<file path="config.mk">
export PLATFORM = sky130hd
export DESIGN_NAME = cache_ctrl_nway
export DESIGN_NICKNAME = d
export VERILOG_FILES = /design/src/rtl/cache_pkg.sv /design/src/rtl/cache_victim_sel.sv /design/src/rtl/cache_ctrl_nway.sv
export SDC_FILE = /design/constraint.sdc
export NUM_CORES = 1
export LEC_CHECK = 0
export BUFFER_PORTS_ARGS = -buffer_cell sky130_fd_sc_hd__buf_2
export CAP_MARGIN = 5
export CORE_AREA = 4 4 46 48
export DETAILED_ROUTE_END_ITERATION = 7
export DIE_AREA = 0 0 50 52
export PLACE_DENSITY = 0.69
export SKIP_CTS_REPAIR_TIMING = 1
export SLEW_MARGIN = 40
export SYNTH_ARGS = -nofsm -noshare
export SYNTH_HDL_FRONTEND = slang
export SYNTH_SLANG_ARGS = --single-unit
</file>
<file path="constraint.sdc">
create_clock -name clk -period 1.35 [get_ports clk]
set_input_delay 0.2025 -clock clk [delete_from_list [all_inputs] [get_ports clk]]
set_output_delay 0.2025 -clock clk [all_outputs]
set_load 0.01 [all_outputs]
</file>
<file path="src/rtl/cache_pkg.sv">
// Shared types and helpers for the N-way cache controller.
// Build option: CACHE_PERF_CNT_EN (consumed by cache_ctrl_nway).
package cache_pkg;

   localparam int MAX_WAYS = 8;

   typedef enum logic [2:0] {
      IDLE,
      LOOKUP,
      WB,
      FILL,
      ERROR
   } state_t;

   typedef enum logic {
      OP_READ,
      OP_WRITE
   } op_t;

   // Index of the set bit of a one-hot vector (0 when no bit is set).
   // Callers must screen out multi-hot inputs first.
   function automatic int unsigned onehot_to_idx(input logic [MAX_WAYS-1:0] oh);
      int unsigned idx;
      idx = 0;
      for (int i = 0; i < MAX_WAYS; i++) begin
         if (oh[i]) idx = idx | i;
      end
      return idx;
   endfunction

endpackage

</file>
<file path="src/rtl/cache_victim_sel.sv">
// Victim picker: lowest-index invalid way first, otherwise the
// replacement policy's choice. Purely combinational; the FSM latches it.
module cache_victim_sel
   import cache_pkg::*;
#(
   parameter int WAYS  = 2,
   parameter int WAY_W = $clog2(WAYS)
) (
   input  logic [WAYS-1:0]  is_valid,
   input  logic [WAY_W-1:0] lru_victim,
   output logic [WAY_W-1:0] victim
);

   // Scan from the top so the lowest-index invalid way is the last one written.
   always_comb begin
      // NOTE: give every always_comb output a default first so no path leaves it unassigned (no latch).
      victim = lru_victim;
      for (int i = WAYS - 1; i >= 0; i--) begin
         if (!is_valid[i]) victim = WAY_W'(i);
      end
   end

endmodule

</file>
<file path="src/rtl/cache_ctrl_nway.sv">
// N-way write-back, write-allocate cache controller FSM.
// State, latched victim, op and beat counter live in one register block;
// every output is decoded from that registered state (plus mem_ack/hit_way
// for the strobes that must coincide with the array/memory beat).
// Build option: CACHE_PERF_CNT_EN adds hit/miss/write-back counters.
module cache_ctrl_nway
   import cache_pkg::*;
#(
   parameter int WAYS       = 2,
   parameter int LINE_BEATS = 4,
   parameter int BEAT_W     = (LINE_BEATS > 1) ? $clog2(LINE_BEATS) : 1
) (
   input  logic                     clk,
   input  logic                     rst,
   input  logic                     cpu_read,
   input  logic                     cpu_write,
   input  logic [WAYS-1:0]          hit_way,
   input  logic [WAYS-1:0]          is_valid,
   input  logic [WAYS-1:0]          is_dirty,
   input  logic [$clog2(WAYS)-1:0]  lru_victim,
   input  logic                     mem_ack,
   input  logic                     mem_err,
   output logic                     cpu_mem_valid,
   output logic                     cpu_err,
   output logic                     lru_load,
   output logic [$clog2(WAYS)-1:0]  way_sel,
   output logic [WAYS-1:0]          load_tag,
   output logic [WAYS-1:0]          load_line,
   output logic [WAYS-1:0]          load_bytes,
   output logic [WAYS-1:0]          set_valid,
   output logic [WAYS-1:0]          write_valid,
   output logic [WAYS-1:0]          set_dirty,
   output logic [WAYS-1:0]          write_dirty,
   output logic                     mem_read,
   output logic                     mem_write,
`ifdef CACHE_PERF_CNT_EN
   output logic [31:0]              hit_cnt,
   output logic [31:0]              miss_cnt,
   output logic [31:0]              wb_cnt,
`endif
   output logic [BEAT_W-1:0]        beat_idx
);

   localparam int WAY_W = $clog2(WAYS);

   state_t              state;
   op_t                 op;
   logic [WAY_W-1:0]    victim_q;
   logic [BEAT_W-1:0]   beat_cnt;
   logic                replay;

   logic [WAY_W-1:0]    victim_pick;
   logic                victim_dirty;
   logic                any_hit;
   logic                multi_hit;
   logic                single_hit;
   logic                last_beat;
   logic [WAY_W-1:0]    hit_idx;
   logic [MAX_WAYS-1:0] hit_ext;
   logic [WAYS-1:0]     victim_oh;

   cache_victim_sel #(
      .WAYS  (WAYS),
      .WAY_W (WAY_W)
   ) u_victim_sel (
      .is_valid   (is_valid),
      .lru_victim (lru_victim),
      .victim     (victim_pick)
   );

   assign any_hit      = |hit_way;
   assign multi_hit    = $countones(hit_way) > 1;
   assign single_hit   = any_hit && !multi_hit;
   assign victim_dirty = is_valid[victim_pick] && is_dirty[victim_pick];
   assign last_beat    = (beat_cnt == BEAT_W'(LINE_BEATS - 1));
   assign victim_oh    = WAYS'(1) << victim_q;

   // Encode the (screened) one-hot hit vector into a way index.
   always_comb begin
      hit_ext             = '0;
      hit_ext[WAYS-1:0]   = hit_way;
      hit_idx             = WAY_W'(onehot_to_idx(hit_ext));
   end

   // Controller state: request capture, hit/miss resolution, beat counting.
   always_ff @(posedge clk) begin
      // NOTE: sequential state uses non-blocking (<=) so every register sees pre-edge values.
      if (rst) begin
         state    <= IDLE;
         op       <= OP_READ;
         victim_q <= '0;
         beat_cnt <= '0;
         replay   <= 1'b0;
      end else begin
         case (state)
            IDLE: begin
               replay <= 1'b0;
               if (cpu_write || cpu_read) begin
                  op    <= cpu_write ? OP_WRITE : OP_READ;
                  state <= LOOKUP;
               end
            end
            LOOKUP: begin
               beat_cnt <= '0;
               replay   <= 1'b0;
               if (multi_hit) begin
                  state <= ERROR;
               end else if (any_hit) begin
                  state <= IDLE;
               end else begin
                  victim_q <= victim_pick;
                  state    <= victim_dirty ? WB : FILL;
               end
            end
            WB: begin
               if (mem_ack) begin
                  if (mem_err) begin
                     beat_cnt <= '0;
                     state    <= ERROR;
                  end else if (last_beat) begin
                     beat_cnt <= '0;
                     state    <= FILL;
                  end else begin
                     beat_cnt <= beat_cnt + BEAT_W'(1);
                  end
               end
            end
            FILL: begin
               if (mem_ack) begin
                  if (mem_err) begin
                     beat_cnt <= '0;
                     state    <= ERROR;
                  end else if (last_beat) begin
                     beat_cnt <= '0;
                     replay   <= 1'b1;
                     state    <= LOOKUP;
                  end else begin
                     beat_cnt <= beat_cnt + BEAT_W'(1);
                  end
               end
            end
            ERROR: begin
               state <= IDLE;
            end
            default: begin
               beat_cnt <= '0;
               state    <= ERROR;
            end
         endcase
      end
   end

   // Memory request levels and beat index follow the registered state directly.
   assign mem_write = (state == WB);
   assign mem_read  = (state == FILL);
   assign beat_idx  = beat_cnt;

   // Array, LRU and CPU strobes for the current state and beat.
   always_comb begin
      cpu_mem_valid = 1'b0;
      cpu_err       = 1'b0;
      lru_load      = 1'b0;
      way_sel       = victim_q;
      load_tag      = '0;
      load_line     = '0;
      load_bytes    = '0;
      set_valid     = '0;
      write_valid   = '0;
      set_dirty     = '0;
      write_dirty   = '0;
      case (state)
         LOOKUP: begin
            if (single_hit) begin
               cpu_mem_valid = 1'b1;
               lru_load      = 1'b1;
               way_sel       = hit_idx;
               if (op == OP_WRITE) begin
                  load_bytes  = hit_way;
                  set_dirty   = hit_way;
                  write_dirty = hit_way;
               end
            end
         end
         FILL: begin
            if (mem_ack) begin
               if (mem_err) begin
                  // Partial line is unusable: clear the victim's valid bit.
                  write_valid = victim_oh;
               end else begin
                  load_line = victim_oh;
                  if (last_beat) begin
                     load_tag    = victim_oh;
                     set_valid   = victim_oh;
                     write_valid = victim_oh;
                     write_dirty = victim_oh;
                  end
               end
            end
         end
         ERROR: begin
            cpu_err = 1'b1;
         end
         default: begin
         end
      endcase
   end

`ifdef CACHE_PERF_CNT_EN
   // Performance counters; replayed lookups after a fill are not counted.
   always_ff @(posedge clk) begin
      if (rst) begin
         hit_cnt  <= '0;
         miss_cnt <= '0;
         wb_cnt   <= '0;
      end else if (state == LOOKUP) begin
         if (!replay && single_hit) hit_cnt <= hit_cnt + 32'd1;
         if (!replay && !any_hit)   miss_cnt <= miss_cnt + 32'd1;
         if (!any_hit && victim_dirty) wb_cnt <= wb_cnt + 32'd1;
      end
   end
`endif

endmodule

</file>
==> run summary <==
Post-synth top flop: dfxtp_1
Initial Util: 35.7%
CP Capture Type: primary output
Die Footprint: 2600 um^2
P_int: 510 uW
Final GP Congestion: 0.763
Seq/Total Area, Yosys: 23.0%
Most common cell in the netlist: dfxtp_1
First-pass GRT wire length: 2660 um
PD cells: 730 nW/um^2
VDD IR max: 377 uV
Reg power frac: 31.4%
Final instance area: 1070 um^2
Ys Warns: 0
Fin cells: 145
R2R depth: 4
Hold Path Class: primary input to flip-flop
Vias per std cell: 5.17
Power, Total: 781 uW
Vias: 749
Area leader, netlist: dfxtp_1
Min cycle time layout: 1640 ps
I/O pins: 35
Post-Syn Nets: 90
Leak: 0.000526 uW
Vias in the first global route: 667
CP Launch Type: flip-flop
Max frequency: 0.611 GHz
Post-Syn Instances: 74
Cell Area, Placed: 888 um^2
Layout cells sized above 1: 71.7%
Drt first-iter violations: 10
Slack of the critical path: -286 ps
Antenna cells: 0
Yosys cell types: 33
Crit Path Max Fanout: 6
Crit-path slowest cell: dfxtp_4
Number of antenna violations at the first check in global routing: 0
R2R Setup Slk: -80 ps
Critical path's largest stage delay: 360 ps
WL/cell: 13.5 um
PortBufs: 34
Worst reg2reg endpoint: state[0]
Synth-to-Final Area Change: 75.6%
Pin count of the biggest net entering global routing: 10
Async SR Flop Fraction: 0%
Clk_skew: 7.44 ps
Gate power share: 42.2%
Nets: 137
Clock-pin slew on the worst setup and hold paths: 60 ps
Total Wirelength: 1950 um
Final period util: 121%
Slew of the pin with the lowest slew margin: 366 ps
Worst Hold Path EP: beat_idx[1]
Min-Delay Startpoint: rst
Clk network pwr share: 26.4%
Slew Viols, Final: 0
Max Cap Viol: 0
Clock insertion delay at the later pin of the skew report: 270 ps
Register bit total from synthesis: 7
Die height: 52 um
Crit path required time: 1150 ps
Endpoints failing setup: 19
RSZ-0062 raised after global routing: true
Pre-Repair DR Iteration Count: 4
Reg-to-reg critical path startpoint: state[1]
Post-synth top cells: dfxtp_1, inv_1, nor3_1
Status: finished with violations
Synth top area share: 23.0%
Root buf cell: clkbuf_4
Psw: 271 uW
Post-synth EDFFs: 0
Total core area: 1710 um^2
Switch share: 34.7%
GRT Total Usage: 13.7%
Top post-synthesis cells by area: dfxtp_1, buf_4, ha_1, mux2_2, nor3_1
Max clock buf depth: 2
Deepest level of the CTS H-tree: 1
Relative slew slack: 75.4%
Clock sinks: 7
WS Path Type: flip-flop to primary output
Violated checks: negative setup slack
Avg Inst Size Synth: 8.23 um^2
Netlist Area Pre-Place: 609 um^2
Post-placement cell count: 139
Total global routing overflow: 0
Final Hold Vio Count: 0
CTS tree: done
Hold depth: 2
Die W: 50 um
DRC: 0
ANT nets after route: 0
Critical path arrival: 1430 ps
CTS Buf Count: 3
Std-Cell Rows: 15
Hpwl dp: 1430 um
Crit-path cells: buf_4 > nor3_4 > and3_4 > or2_4 > buf_6
stage by stage:
| step | hold slack, ps | TNS, ps | setup WS (ps) | util, % |
|---|---|---|---|---|
| 2_1_floorplan | 272 | -363 | -89.1 | - |
| 3_3_place_gp | 456 | -327 | -136 | 52.0 |
| 3_5_place_dp | 464 | -511 | -169 | 52.0 |
| 4_1_cts | 191 | -3290 | -301 | 53.6 |
| 5_1_grt | 194 | -3740 | -332 | 62.6 |
| 6_report | 179 | -2550 | -286 | 62.6 |
critical path: cells and delay by family, from the launching register on:
| family | cells | cell delay (ps) |
|---|---|---|
| buf+inv | 2 | 230 |
| simple gates | 3 | 570 |
| flops | 1 | 360 |
layout by cell type, fill, tap and decap left out, drive strengths merged, types with 2 or more instances in the layout:
master / Yosys / layout
and3: 2 / 2
a21oi: 2 / 2
or2: 2 / 2
and2: 2 / 2
o21ai: 4 / 4
dfxtp: 7 / 7
o22ai: 3 / 3
mux2: 3 / 3
clkbuf: 0 / 4
inv: 6 / 6
nand2b: 2 / 2
or4: 2 / 2
buf: 8 / 50
ha: 3 / 3
nor3: 7 / 7
nand2: 5 / 5
nor2: 5 / 5
sequential cells by signal, summed over array words and instances (netlist names):
signal / flops
op: 1
beat_idx: 2
victim_q: 1
state: 3
worst max-delay path by stage:
stage / start / to / slack [ps] / cells past startpoint
3_3_place_gp: hit_way[0] / write_dirty[0] / -140 / 8
3_5_place_dp: hit_way[0] / write_dirty[0] / -170 / 8
6_report: state[1] / write_dirty[0] / -290 / 5
4_1_cts: state[0] / write_dirty[0] / -300 / 5
5_1_grt: state[0] / write_dirty[1] / -330 / 5
2_1_floorplan: state[2] / write_dirty[0] / -90 / 5
cell families after synthesis:
| logic type | count (synthesis) | share of synthesized area, % |
|---|---|---|
| and+or+nand+nor | 32 | 32.2 |
| AOI/OAI and AO/OA | 14 | 17.0 |
| buffers and inverters | 14 | 14.4 |
| DFF | 7 | 23.0 |
| muxes | 4 | 7.19 |
| adders and majority gates | 3 | 6.16 |
area by class of cell:
| cell class | instances | area [um^2] |
|---|---|---|
| fill | 154 | 638 |
| multi-input combinational | 53 | 483 |
| inverter | 6 | 22.5 |
| clock buffer | 4 | 26.3 |
| sequential | 7 | 153 |
| tap | 25 | 31.3 |
| timing repair buffer | 50 | 354 |
power groups by stage:
stage	Combinational (uW)	Sequential, uW	Clock (uW)
final	330	245	206
after global routing	354	248	216
after CTS	265	246	208
after detailed placement	263	251	0
after global placement	257	251	0
after floorplan	174	240	0
metal layers:
| layer | part of all wire, % | vias to the layer above | GRT usage [%] | wire length (um) |
|---|---|---|---|---|
| met5 | 0 | - | 0 | 0 |
| met3 | 5.7 | 5 | 3.15 | 112 |
| met4 | 2.0 | 0 | 8.29 | 39 |
| met1 | 41 | 355 | 15.5 | 802 |
| met2 | 51 | 34 | 23.3 | 1000 |
| li1 | - | 355 | - | - |
Power figures use the tool's default switching activity.
